`src/rtl/i2s_sched_pkg.sv`:
```
// Shared types and helpers for the I2S stream scheduler: FSM states, route
// modes and a counter-width helper.
package i2s_sched_pkg;

  typedef enum logic [1:0] {
    SYNC    = 2'd0,
    MEASURE = 2'd1,
    LOCKED  = 2'd2
  } state_t;

  typedef enum logic [1:0] {
    MODE_C1    = 2'd0,
    MODE_C2    = 2'd1,
    MODE_XOR   = 2'd2,
    MODE_SPLIT = 2'd3
  } route_mode_t;

  function automatic int cnt_width(input int max_val);
    return (max_val < 1) ? 1 : $clog2(max_val + 1);
  endfunction

endpackage

```
`src/rtl/i2s_stream_scheduler_ws_tracker.sv`:
```
// Word-select tracker: ws pipeline, edge pulses, per-half-word bit counter,
// measured half-word length and its comparison against a stored reference.
module i2s_ws_tracker
  import i2s_sched_pkg::*;
#(
  parameter int MAX_BITS = 32,
  parameter int MIN_BITS = 8
)(
  input  logic                             i_sck,
  input  logic                             i_rst_n,
  input  logic                             i_ws,
  input  logic                             i_ref_load,
  output logic                             o_wsd,
  output logic                             o_wsp,
  output logic                             o_frame_start,
  output logic [cnt_width(MAX_BITS)-1:0]   o_bit_cnt,
  output logic                             o_len_eq,
  output logic                             o_len_ok,
  output logic                             o_sat
);

  localparam int CW = cnt_width(MAX_BITS);
  localparam int LW = cnt_width(MAX_BITS + 1);

  logic          r_ws1;
  logic          r_ws2;
  logic [CW-1:0] r_bit_cnt;
  logic [LW-1:0] r_len;
  logic [LW-1:0] r_ref;
  logic          w_edge_next;

  // Edge seen one cycle early so bit_cnt reads 0 in the same cycle wsp is high.
  assign w_edge_next = i_ws ^ r_ws1;

  always_ff @(posedge i_sck or negedge i_rst_n) begin
    if (!i_rst_n) begin
      r_ws1     <= 1'b0;
      r_ws2     <= 1'b0;
      r_bit_cnt <= '0;
      r_len     <= '0;
      r_ref     <= '0;
    end else begin
      r_ws1 <= i_ws;
      r_ws2 <= r_ws1;
      if (w_edge_next) begin
        r_bit_cnt <= '0;
        r_len     <= LW'(r_bit_cnt) + 1'b1;
      end else if (r_bit_cnt != CW'(MAX_BITS)) begin
        r_bit_cnt <= r_bit_cnt + 1'b1;
      end
      if (i_ref_load) begin
        r_ref <= r_len;
      end
    end
  end

  assign o_wsd         = r_ws1;
  assign o_wsp         = r_ws1 ^ r_ws2;
  assign o_frame_start = (r_ws1 ^ r_ws2) & ~r_ws1;
  assign o_bit_cnt     = r_bit_cnt;
  assign o_len_eq      = (r_len == r_ref);
  assign o_len_ok      = (r_len >= LW'(MIN_BITS)) && (r_len <= LW'(MAX_BITS));
  assign o_sat         = (r_bit_cnt == CW'(MAX_BITS));

endmodule

```
`src/rtl/i2s_stream_scheduler.sv`:
```
// Frame-level sequencer for the dual-input I2S datapath, clocked by sck.
// Optional frame counter is built only when FRAME_CNT_EN is defined.
module i2s_stream_scheduler
  import i2s_sched_pkg::*;
#(
  parameter int MAX_BITS   = 32,
  parameter int MIN_BITS   = 8,
  parameter int LOCK_WORDS = 4
)(
  input  logic                             i_sck,
  input  logic                             i_rst_n,
  input  logic                             i_ws,
  input  logic                             i_sd_c1,
  input  logic                             i_sd_c2,
  input  logic                             i_cfg_valid,
  input  logic [1:0]                       i_cfg_mode,
  output logic                             o_cfg_ack,
  output logic                             o_sd_out,
  output logic                             o_wsd,
  output logic                             o_wsp,
  output logic [cnt_width(MAX_BITS)-1:0]   o_bit_cnt,
  output logic                             o_frame_start,
  output logic                             o_locked,
  output logic                             o_err,
  output logic [15:0]                      o_frame_cnt
);

  localparam int CW = cnt_width(MAX_BITS);
  localparam int NW = cnt_width(LOCK_WORDS);
  localparam logic [NW-1:0] LOCK_CNT = NW'(LOCK_WORDS);

  logic          w_wsd;
  logic          w_wsp;
  logic          w_frame_start;
  logic [CW-1:0] w_bit_cnt;
  logic          w_len_eq;
  logic          w_len_ok;
  logic          w_sat;
  logic          w_ref_load;
  logic          w_len_good;
  logic          w_in_locked;
  logic          w_err_now;
  logic          w_accept;
  logic          w_route;
  logic [NW-1:0] w_count_next;
  route_mode_t   w_mode_eff;

  state_t        r_state;
  route_mode_t   r_mode;
  logic [NW-1:0] r_count;
  logic          r_d1;
  logic          r_d2;
  logic          r_sd_out;
  logic          r_locked;
  logic          r_err;
  logic          r_cfg_ack;
  logic          r_cfg_done;

  i2s_ws_tracker #(
    .MAX_BITS (MAX_BITS),
    .MIN_BITS (MIN_BITS)
  ) u_tracker (
    .i_sck         (i_sck),
    .i_rst_n       (i_rst_n),
    .i_ws          (i_ws),
    .i_ref_load    (w_ref_load),
    .o_wsd         (w_wsd),
    .o_wsp         (w_wsp),
    .o_frame_start (w_frame_start),
    .o_bit_cnt     (w_bit_cnt),
    .o_len_eq      (w_len_eq),
    .o_len_ok      (w_len_ok),
    .o_sat         (w_sat)
  );

  assign w_in_locked  = (r_state == LOCKED);
  assign w_len_good   = w_len_eq & w_len_ok;
  assign w_err_now    = w_in_locked & (w_wsp ? ~w_len_eq : w_sat);
  // A pending error blocks the accept; the request is taken the edge after.
  assign w_accept     = i_cfg_valid & ~r_cfg_done & ~w_err_now &
                        (~w_in_locked | w_frame_start);
  assign w_mode_eff   = w_accept ? route_mode_t'(i_cfg_mode) : r_mode;
  assign w_ref_load   = (r_state == MEASURE) & w_wsp & ~w_len_good;
  assign w_count_next = ~w_len_good ? NW'(1) :
                        (r_count >= LOCK_CNT) ? r_count : r_count + 1'b1;

  always_comb begin
    w_route = r_d1;
    case (w_mode_eff)
      MODE_C1:    w_route = r_d1;
      MODE_C2:    w_route = r_d2;
      MODE_XOR:   w_route = r_d1 ^ r_d2;
      MODE_SPLIT: w_route = w_wsd ? r_d2 : r_d1;
      default:    w_route = r_d1;
    endcase
  end

  always_ff @(posedge i_sck or negedge i_rst_n) begin
    if (!i_rst_n) begin
      r_state    <= SYNC;
      r_mode     <= MODE_C1;
      r_count    <= '0;
      r_d1       <= 1'b0;
      r_d2       <= 1'b0;
      r_sd_out   <= 1'b0;
      r_locked   <= 1'b0;
      r_err      <= 1'b0;
      r_cfg_ack  <= 1'b0;
      r_cfg_done <= 1'b0;
    end else begin
      r_d1       <= i_sd_c1;
      r_d2       <= i_sd_c2;
      r_err      <= 1'b0;
      r_cfg_ack  <= w_accept;
      r_cfg_done <= i_cfg_valid & (r_cfg_done | w_accept);
      r_sd_out   <= w_in_locked ? w_route : 1'b0;
      if (w_accept) begin
        r_mode <= route_mode_t'(i_cfg_mode);
      end
      case (r_state)
        SYNC: begin
          if (w_wsp) begin
            r_state <= MEASURE;
            r_count <= '0;
          end
        end
        MEASURE: begin
          if (w_wsp) begin
            r_count <= w_count_next;
            if ((w_count_next >= LOCK_CNT) && w_frame_start) begin
              r_state  <= LOCKED;
              r_locked <= 1'b1;
            end
          end
        end
        LOCKED: begin
          if (w_err_now) begin
            r_state  <= SYNC;
            r_locked <= 1'b0;
            r_err    <= 1'b1;
          end
        end
        default: begin
          r_state  <= SYNC;
          r_locked <= 1'b0;
        end
      endcase
    end
  end

`ifdef FRAME_CNT_EN
  logic [15:0] r_frame_cnt;

  always_ff @(posedge i_sck or negedge i_rst_n) begin
    if (!i_rst_n) begin
      r_frame_cnt <= '0;
    end else if (w_err_now || (r_state == SYNC)) begin
      r_frame_cnt <= '0;
    end else if (w_in_locked && w_frame_start) begin
      r_frame_cnt <= r_frame_cnt + 16'd1;
    end
  end

  assign o_frame_cnt = r_frame_cnt;
`else
  assign o_frame_cnt = 16'd0;
`endif

  assign o_cfg_ack     = r_cfg_ack;
  assign o_sd_out      = r_sd_out;
  assign o_wsd         = w_wsd;
  assign o_wsp         = w_wsp;
  assign o_bit_cnt     = w_bit_cnt;
  assign o_frame_start = w_frame_start;
  assign o_locked      = r_locked;
  assign o_err         = r_err;

endmodule

```
`config.mk`:
```
export PLATFORM = sky130hd
export DESIGN_NAME = i2s_stream_scheduler
export DESIGN_NICKNAME = d
export VERILOG_FILES = /design/src/rtl/i2s_sched_pkg.sv /design/src/rtl/i2s_stream_scheduler_ws_tracker.sv /design/src/rtl/i2s_stream_scheduler.sv
export SDC_FILE = /design/constraint.sdc
export NUM_CORES = 1
export LEC_CHECK = 0
export CORE_MARGIN = 3
export CORE_UTILIZATION = 53
export CTS_BUF_LIST = sky130_fd_sc_hd__clkbuf_8
export DETAILED_ROUTE_END_ITERATION = 8
export MAX_ROUTING_LAYER = met4
export PLACE_DENSITY = 0.82
export SLEW_MARGIN = 25
export SYNTH_ARGS = -nofsm -noshare
export SYNTH_HDL_FRONTEND = slang
export SYNTH_SLANG_ARGS = --single-unit
```
`constraint.sdc`:
```
create_clock -name i_sck -period 2.73 [get_ports i_sck]
set_clock_uncertainty 0.05 [all_clocks]
set_input_delay 0.546 -clock i_sck [delete_from_list [all_inputs] [get_ports i_sck]]
set_output_delay 0.546 -clock i_sck [all_outputs]
set_load 0.005 [all_outputs]
```
After elaboration in Yosys (flattened, before gate mapping). Index checks and enable logic that the tools add are counted.

Input bits: 8. Output and inout port bits: 29. Word-level logic and storage cells: 86. Register bits after elaboration: 34.

Muxes and demuxes: 23. $lt $le $gt $ge: 4. Reductions and logical operators: 9. Equal/unequal tests: 12. Bitwise gates (word level): 21. $add $sub $neg: 2.

Operator list (number): 3-bit 2-to-1 mux (4); 6-bit 2-to-1 mux (2); 2-bit 2-to-1 mux (5); 1-bit bitwise AND (9); 1-bit 2-to-1 mux (8); 4-bit AND reduction (2); 1-bit inverter (7); 6-bit by 1-bit adder with 6-bit output, second input constant (1); 2-bit == test, second input constant (3); 6-bit == test (1); 6-bit == test, second input constant (1); 3-bit >= comparator, second input constant (2); 6-bit by 4-bit >= comparator with 1-bit output, second input constant (1); 6-bit less-or-equal comparator, second input constant (1); 6-bit != test, second input constant (1); 2-bit case mux with 3 select lines (1); 3-bit case mux with 2 select lines (1); 2-bit by 1-bit == test with 1-bit output, second input constant (2); 2-bit logical NOT (2); 2-bit by 1-bit != test with 1-bit output, second input constant (2); 2-bit != test, second input constant (2); 1-bit case mux with 4 select lines (1); 2-bit nonzero test (2); 3-bit by 1-bit adder with 3-bit output, second input constant (1); other kinds (5) (9).

Logic depth before layout (Yosys ltp). Gate-level depths: netlist of run 1.

Depth after elaboration: 11. Gate-level depth with buffers: 9.

Cells and area by module. From an unflattened synthesis of run 1, not the netlist that was laid out.

Cell total of the unflattened synthesis: 174. Area total of the unflattened synthesis: 1810.5 um2.

Modules (own cells, without submodules): i2s_ws_tracker (sequential area each 500.5 um2, area an instance 933.4 um2, times used 1, cells an instance 82); i2s_stream_scheduler (sequential area each 350.3 um2, area an instance 877.1 um2, times used 1, cells an instance 92).

Worst setup path before layout of run 1. OpenSTA, ideal clock, no wires.

Kind: register to register. Start: reg u_tracker.r_ws1, in the netlist u_tracker.o_wsd. End: reg r_sd_out, in the netlist o_sd_out. Period minus slack after synthesis: 2385 ps. Path slack: 345 ps. Library setup time: 69 ps. Stages on the path, launching flop included: 10. Path buffers: 0. Arrival: 2266 ps. Cell sequence: dfrtp_1 inv_1 ha_1 inv_1 a41o_1 a21o_4 o21ai_4 mux2_2 or4b_1 nand3_1.

Longest elaborated chain between the ends: 10.

RTL lines: start, declared (RTL line i2s_stream_scheduler_ws_tracker.sv:25) `logic r_ws1;`; start signal, assigned (RTL line i2s_stream_scheduler_ws_tracker.sv:43) `r_ws1 <= i_ws;`; 1-bit XOR (*) (RTL line i2s_stream_scheduler_ws_tracker.sv:58) `assign o_wsp = r_ws1 ^ r_ws2;`; named net o_wsp (RTL line i2s_stream_scheduler.sv:20) `output logic o_wsp,`; 1-bit 2-to-1 mux (RTL line i2s_stream_scheduler.sv:78) `assign w_err_now = w_in_locked & (w_wsp ? ~w_len_eq : w_sat);`; 1-bit bitwise AND (RTL line i2s_stream_scheduler.sv:78); 1-bit inverter (RTL line i2s_stream_scheduler.sv:80) `assign w_accept = i_cfg_valid & ~r_cfg_done & ~w_err_now &`; 1-bit bitwise AND (RTL line i2s_stream_scheduler.sv:80); 1-bit bitwise AND (*) (RTL line i2s_stream_scheduler.sv:80); named net w_accept (RTL line i2s_stream_scheduler.sv:43) `logic w_accept;`; 2-bit 2-to-1 mux (*); named net w_mode_eff[1] (RTL line i2s_stream_scheduler.sv:46) `route_mode_t w_mode_eff;`; 2-bit == test, or another cell as far along (RTL line i2s_stream_scheduler.sv:89) `case (w_mode_eff)`; 1-bit case mux with 4 select lines (*) (RTL line i2s_stream_scheduler.sv:89); 1-bit 2-to-1 mux (*) (RTL line i2s_stream_scheduler.sv:116) `r_sd_out <= w_in_locked ? w_route : 1'b0;`; end signal, assigned (RTL line i2s_stream_scheduler.sv:116); end, declared (RTL line i2s_stream_scheduler.sv:53) `logic r_sd_out;`.

Mark *: on every way through the listed nets, which the timed path passes. The rest lies on a longest branch. A chain may end at the register's enable or synchronous reset.

Worst setup path after layout of run 1.
Start: reg u_tracker.r_ws1, in the netlist u_tracker.o_wsd. End: reg r_sd_out, in the netlist o_sd_out.

Longest elaborated chain between the ends: 10.

RTL lines (RTL line): 1-bit XOR (i2s_stream_scheduler_ws_tracker.sv:58, i2s_stream_scheduler_ws_tracker.sv:59); 1-bit 2-to-1 mux (i2s_stream_scheduler.sv:78); 1-bit bitwise AND (i2s_stream_scheduler.sv:78); 1-bit inverter (i2s_stream_scheduler.sv:80); 1-bit bitwise AND (i2s_stream_scheduler.sv:80); 1-bit bitwise AND (*) (i2s_stream_scheduler.sv:80); named net w_accept (i2s_stream_scheduler.sv:43); 2-bit 2-to-1 mux (*); named net w_mode_eff[1] (i2s_stream_scheduler.sv:46); 2-bit == test, or another cell as far along (i2s_stream_scheduler.sv:89); 1-bit case mux with 4 select lines (*) (i2s_stream_scheduler.sv:89); 1-bit 2-to-1 mux (*) (i2s_stream_scheduler.sv:116).

Marks and branches as above.

==> results_dict.tcl, run 1 <==
set metrics [dict create \
    area_growth_pct 16.5 \
    worstPathArrival_ps 2810 \
    path_max_fanout 6 \
    ir_drop_mv 0.360 \
    tns_ps 0 \
    post-cts-setup-buffers 0 \
    ys_types 41 \
    diodes 0 \
    cts_buffer_depth 2 \
    critPathMaxStageDelay_ps 490 \
    hp-class "reg2reg" \
    rsz0062_at_grt "no" \
    path_buf_inv 2 \
    path_common_cell "inv_1" \
    p_per_area_mw_per_mm2 634 \
    setup_viol 0 \
    report.final.slew_viol_count 0 \
    status "finished clean" \
    syn_avg_cell_area_um2 10.6 \
    row_count 20 \
    core_area_mm2 0.00313 \
    dieArea_mm2 0.00410 \
    place.port_buffers 20 \
    cp_top_family "compound AO/OA/AOI/OAI gates" \
    gp_congestion 0.833 \
    place_hpwl_mm 2.39 \
    crit_slowest_cell "or4b_1" \
    ctsResizeCount 0 \
    critPathRequiredTime_ps 2910 \
    cp-end-kind "register" \
    fin_nets 208 \
    period_minus_slack_ps 2630 \
    drive_gt1_share_pct 14.8 \
    grt_pass1_vias 1310 \
    ys_seq_area_share_pct 47.7 \
    synthesis.area_mm2 0.00178 \
    grt_antenna_before_repair 0 \
    synthCells 168 \
    yosysWarnings 0 \
    power_mw 1.32 \
    die-width_um 64 \
    grt_pass1_wl_mm 5.85 \
    critPathLaunchType "register" \
    start_util_pct 57.0 \
    post_drt_wl_per_cell_um 14.2 \
    overflow 0 \
    die_height_um 64 \
    firstDrtPassIters 6 \
    cts_root_buffer "clkbuf_8" \
    antenna_left 0 \
    cts_buffers 5 \
    drv_cap 0 \
    cts_tree "built" \
    vias 1237 \
    cts_sinks 34 \
    clk_pin_slew_ps 70 \
    ys_ff_latch 34 \
    vias_per_cell 5.15 \
    grt_max_degree 35 \
    async_flop_share_pct 100 \
    drt_iter0_drc 67 \
    period_share_pct 96.3 \
    n_fill_cell 254 \
    cts_hold_buf 0 \
    timing.fmax_ghz 0.380 \
    cts_max_level 2 \
    crit_chain "inv_1 -> ha_1 -> inv_1 -> a41o_1 -> a21o_4 -> o21ai_4 -> mux2_2 -> or4b_1 -> nand3_1" \
    path_class "reg2reg" \
    clk-insertion-delay-late_ps 290 \
    hold_viol 0 \
    synth_edf_count 0 \
    drcViolationCount 0 \
    synth-main-ff-cell "dfrtp_1" \
    drt-total-wl_mm 3.40 \
    p_leak_nw 0.970 \
    grt_usage_pct 19.1 \
    io_pins 37 \
]
-- synthesized netlist by cell type (2+ instances only) --
| library cell | count | share of area, % |
|---|---|---|
| nor2_1 | 26 | 5.5 |
| xor2_2 | 2 | 1.8 |
| nor3_1 | 2 | 0.56 |
| dfrtp_1 | 34 | 48 |
| xor2_1 | 7 | 3.4 |
| and2b_2 | 2 | 0.98 |
| o21ai_4 | 2 | 1.8 |
| mux2_2 | 8 | 5.1 |
| nand3_1 | 6 | 1.7 |
| o21ai_0 | 3 | 0.84 |
| inv_1 | 11 | 2.3 |
| ha_1 | 5 | 3.5 |
| buf_4 | 16 | 6.7 |
| xnor2_1 | 4 | 2.0 |
| nand2_1 | 6 | 1.3 |
| o21ai_1 | 2 | 0.56 |
| a21oi_1 | 8 | 2.2 |
-- through the flow --
step / instances / cell area, µm² / utilization, % / setup slack, ps / hold WS [ps]
floorplan: 183 / 1840 / - / 345 / 200
global placement: 232 / 1990 / 63.5 / 177 / 400
detailed placement: 232 / 1990 / 63.5 / 120 / 418
CTS: 240 / 2080 / 66.4 / 126 / 431
global route: 240 / 2080 / 66.4 / 36.7 / 459
finish: 240 / 2080 / 66.4 / 101 / 424
-- worst reg2reg max path, stage by stage, from the launching register on --
cell     delay [ps]
dfrtp_1         420
inv_1           100
ha_1            330
inv_1           110
a41o_1          270
a21o_4          250
o21ai_4          90
mux2_2          380
or4b_1          490
nand3_1          80
-- cells by family after synthesis --
family	synth area share [%]
fa+ha+maj	3.51
other cells	0.210
mux	5.05
xor+xnor	7.23
flops	47.7
buf+inv	9.26
compound gates	10.9
simple gates	16.1
-- per-layer routing --
layer / wire length (µm) / up-vias / part of all wire [%] / GRT usage [%]
met3: 192 / 11 / 5.7 / 6.33
met2: 1710 / 50 / 50 / 30.5
met4: 70 / 0 / 2.1 / 8.09
met5: 0 / - / 0 / -
met1: 1420 / 595 / 42 / 22.0
li1: - / 581 / - / -
-- cell type report --
| cell class | count | area (µm²) | share of cell area (%) |
|---|---|---|---|
| clock buffer | 6 | 82.6 | 3.98 |
| clock inverter | 2 | 8.76 | 0.422 |
| inverter | 11 | 41.3 | 1.99 |
| multi-input combinational | 121 | 823 | 39.6 |
| sequential | 34 | 851 | 41.0 |
| tap | 44 | 55.1 | 2.65 |
| timing repair buffer | 22 | 215 | 10.4 |
-- sequential cells by signal, indices dropped and copies added, names as in the netlist --
signal / flops
u_tracker.o_bit_cnt: 6
u_tracker.r_len: 6
u_tracker.r_ref: 6
r_count: 3
r_mode: 2
r_state: 2
o_cfg_ack: 1
o_err: 1
o_locked: 1
o_sd_out: 1
r_cfg_done: 1
r_d1: 1
r_d2: 1
u_tracker.o_wsd: 1
u_tracker.r_ws2: 1
-- worst paths after layout --
kind / startpoint / endpoint / slack [ps] / cells after the start
worst min-delay path: u_tracker.o_wsd$_DFF_PN0_ / u_tracker.r_ws2$_DFF_PN0_ / 420 / 0
worst max-delay path: u_tracker.o_wsd$_DFF_PN0_ / o_sd_out$_DFF_PN0_ / 100 / 9
worst min register to register: u_tracker.o_wsd$_DFF_PN0_ / u_tracker.r_ws2$_DFF_PN0_ / 420 / 0
min in group asynchronous: i_rst_n / o_cfg_ack$_DFF_PN0_ / 620 / 2
max in group asynchronous: i_rst_n / u_tracker.o_bit_cnt[1]$_DFFE_PN0P_ / 1690 / 2
worst max register to register: u_tracker.o_wsd$_DFF_PN0_ / o_sd_out$_DFF_PN0_ / 100 / 9
-- power by group --
group,total (mW),internal (mW),switching (mW)
logic,0.291,0.145,0.147
registers,0.644,0.574,0.0703
clock network,0.381,0.200,0.181
-- cell usage in the layout, fill, tap and decap left out, drive strengths merged, types with 4 or more instances in the layout --
master / n
clkdlybuf4s50: 20
xnor2: 4
dfrtp: 34
inv: 12
mux2: 8
clkbuf: 6
a21oi: 8
nor2: 26
xor2: 9
nand2: 6
o21ai: 7
nand3: 7
ha: 5
conb: 16
Note: power is estimated with default switching activity, not from simulation.
==> run 2, diff against run 1 <==
--- a/config.mk
+++ b/config.mk
@@ -5,7 +5,6 @@
 export SDC_FILE = /design/constraint.sdc
 export NUM_CORES = 1
 export LEC_CHECK = 0
-export CORE_MARGIN = 3
 export CORE_UTILIZATION = 53
 export CTS_BUF_LIST = sky130_fd_sc_hd__clkbuf_8
 export DETAILED_ROUTE_END_ITERATION = 8
==> results_dict.tcl, run 2 (same netlist as run 1, synthesis figures left out) <==
set metrics [dict create \
    p_comb_share_pct 21.1 \
    final_common_cell "dfrtp_1" \
    core_area_mm2 0.00313 \
    post_drt_wl_per_cell_um 12.4 \
    clk_pin_slew_ps 70 \
    timing.fmax_ghz 0.396 \
    diodes 0 \
    drt_iter0_drc 72 \
    swShare_pct 28.5 \
    clkPwrFrac_pct 31.7 \
    path_max_fanout 6 \
    place.port_buffers 20 \
    min_to "u_tracker.r_ws2$_DFF_PN0_" \
    path_class "reg2reg" \
    p_sw_uw 388 \
    seq_power_share_pct 47.1 \
    worstHoldStart "u_tracker.o_wsd$_DFF_PN0_" \
    hp-class "reg2reg" \
    cts_buffer_depth 2 \
    drive_gt1_share_pct 15.8 \
    period_minus_slack_ps 2530 \
    die_height_um 60 \
    tns_ps 0 \
    ir_drop_mv 0.396 \
    period_share_pct 92.5 \
    min_path_cells 0 \
    rsz0062_at_grt "no" \
    clk-insertion-delay-late_ps 290 \
    cts_max_level 2 \
    grt_antenna_before_repair 0 \
    critPathRequiredTime_ps 2900 \
    setup_viol 0 \
    grt_pass1_vias 1160 \
    drcViolationCount 0 \
    row_count 20 \
    status "finished clean" \
    utilization_pct 67.0 \
    worstPathArrival_ps 2700 \
    p_int_uw 973 \
    io_pins 37 \
    fin_nets 208 \
    reg2regPathDepth 9 \
    r2r-start "u_tracker.o_wsd$_DFF_PN0_" \
    cp-end-kind "register" \
    r2r_end "o_sd_out$_DFF_PN0_" \
    regToRegSetupSlack_ps 200 \
    critPathLaunchType "register" \
    drt-total-wl_mm 2.98 \
    antenna_left 0 \
    vias_per_cell 5.00 \
    drv_cap 0 \
    gp_congestion 0.766 \
    overflow 0 \
    grt_pass1_wl_mm 5.09 \
    hold_viol 0 \
    report.final.slew_viol_count 0 \
    cts_root_buffer "clkbuf_8" \
    grt_usage_pct 20.6 \
    p_leak_nw 0.974 \
    vias 1201 \
    area_growth_pct 17.6 \
    dieArea_mm2 0.00360 \
    start_util_pct 57.0 \
    place_hpwl_mm 2.23 \
    grt_max_degree 35 \
    cp-startpoint "u_tracker.o_wsd$_DFF_PN0_" \
    final_cell_mix "33 x dfrtp_1, 26 x nor2_1, 20 x clkdlybuf4s50_1" \
    cts_sinks 34 \
    p_per_area_mw_per_mm2 649 \
    cts_buffers 5 \
    firstDrtPassIters 4 \
    cts_tree "built" \
    die-width_um 60 \
]
[run 2: cell count changes in the layout (fill, tap and decap cells not counted), sizes merged]
| cell | before | now |
|---|---|---|
| clkbuf | 6 | 8 |
| clkinv | 1 | 0 |
| inv | 12 | 11 |
[run 2: power groups by stage]
stage / registers (mW) / logic [mW] / clock network (mW)
after floorplan: 0.638 / 0.224 / 0
after global placement: 0.648 / 0.280 / 0
after detailed placement: 0.653 / 0.289 / 0
after CTS: 0.643 / 0.292 / 0.444
after global routing: 0.651 / 0.323 / 0.463
final: 0.641 / 0.288 / 0.432
[run 2: cell type report]
cell class                      instances  area [µm²]
Sequential cell                        34         852
Timing Repair Buffer                   22         215
Multi-Input combinational cell        121         823
Clock buffer                            8         110
Tap cell                               44        55.1
Inverter                               11        41.3
Fill cell                             247        1030
[run 2: worst max-delay path by stage]
stage | to | slack (ps) | depth (start not counted)
5_1_grt | o_sd_out$_DFF_PN0_ | 50 | 9
3_3_place_gp | o_sd_out$_DFF_PN0_ | 180 | 8
4_1_cts | o_sd_out$_DFF_PN0_ | 150 | 9
3_5_place_dp | o_sd_out$_DFF_PN0_ | 120 | 8
2_1_floorplan | o_sd_out$_DFF_PN0_ | 350 | 9
6_report | o_sd_out$_DFF_PN0_ | 200 | 9
[run 2: worst max-delay path, stage by stage (launching register included)]
cell and delay, ps:
dfrtp_2 400, inv_1 70, ha_1 310, inv_1 100, a41o_1 260, a21o_4 250
o21ai_4 90, mux2_2 380, or4b_1 460, nand3_1 90
[run 2: metrics by stage]
stage | power, mW | cells | setup slack, ps | hold slack [ps] | cell area, µm²
5_1_grt | 1.44 | 240 | 49.0 | 408 | 2100
6_report | 1.36 | 240 | 204 | 385 | 2100
4_1_cts | 1.38 | 240 | 154 | 421 | 2100
2_1_floorplan | 0.862 | 183 | 345 | 200 | 1840
3_3_place_gp | 0.928 | 232 | 176 | 400 | 1990
3_5_place_dp | 0.942 | 232 | 119 | 411 | 1990
[run 2: per-layer routing]
| layer | part of all wire, % | up-vias | global-route usage, % |
|---|---|---|---|
| li1 | - | 585 | - |
| met1 | 44 | 576 | 23.0 |
| met2 | 50 | 35 | 33.7 |
| met3 | 4.9 | 5 | 8.23 |
| met4 | 1.2 | 0 | 6.64 |
| met5 | 0 | - | - |
[run 2: repair_timing]
action	in CTS	in global routing
resized for setup	0	1
setup buffers	0	0
hold buffers	0	0
endpoints found under the setup margin	0	1
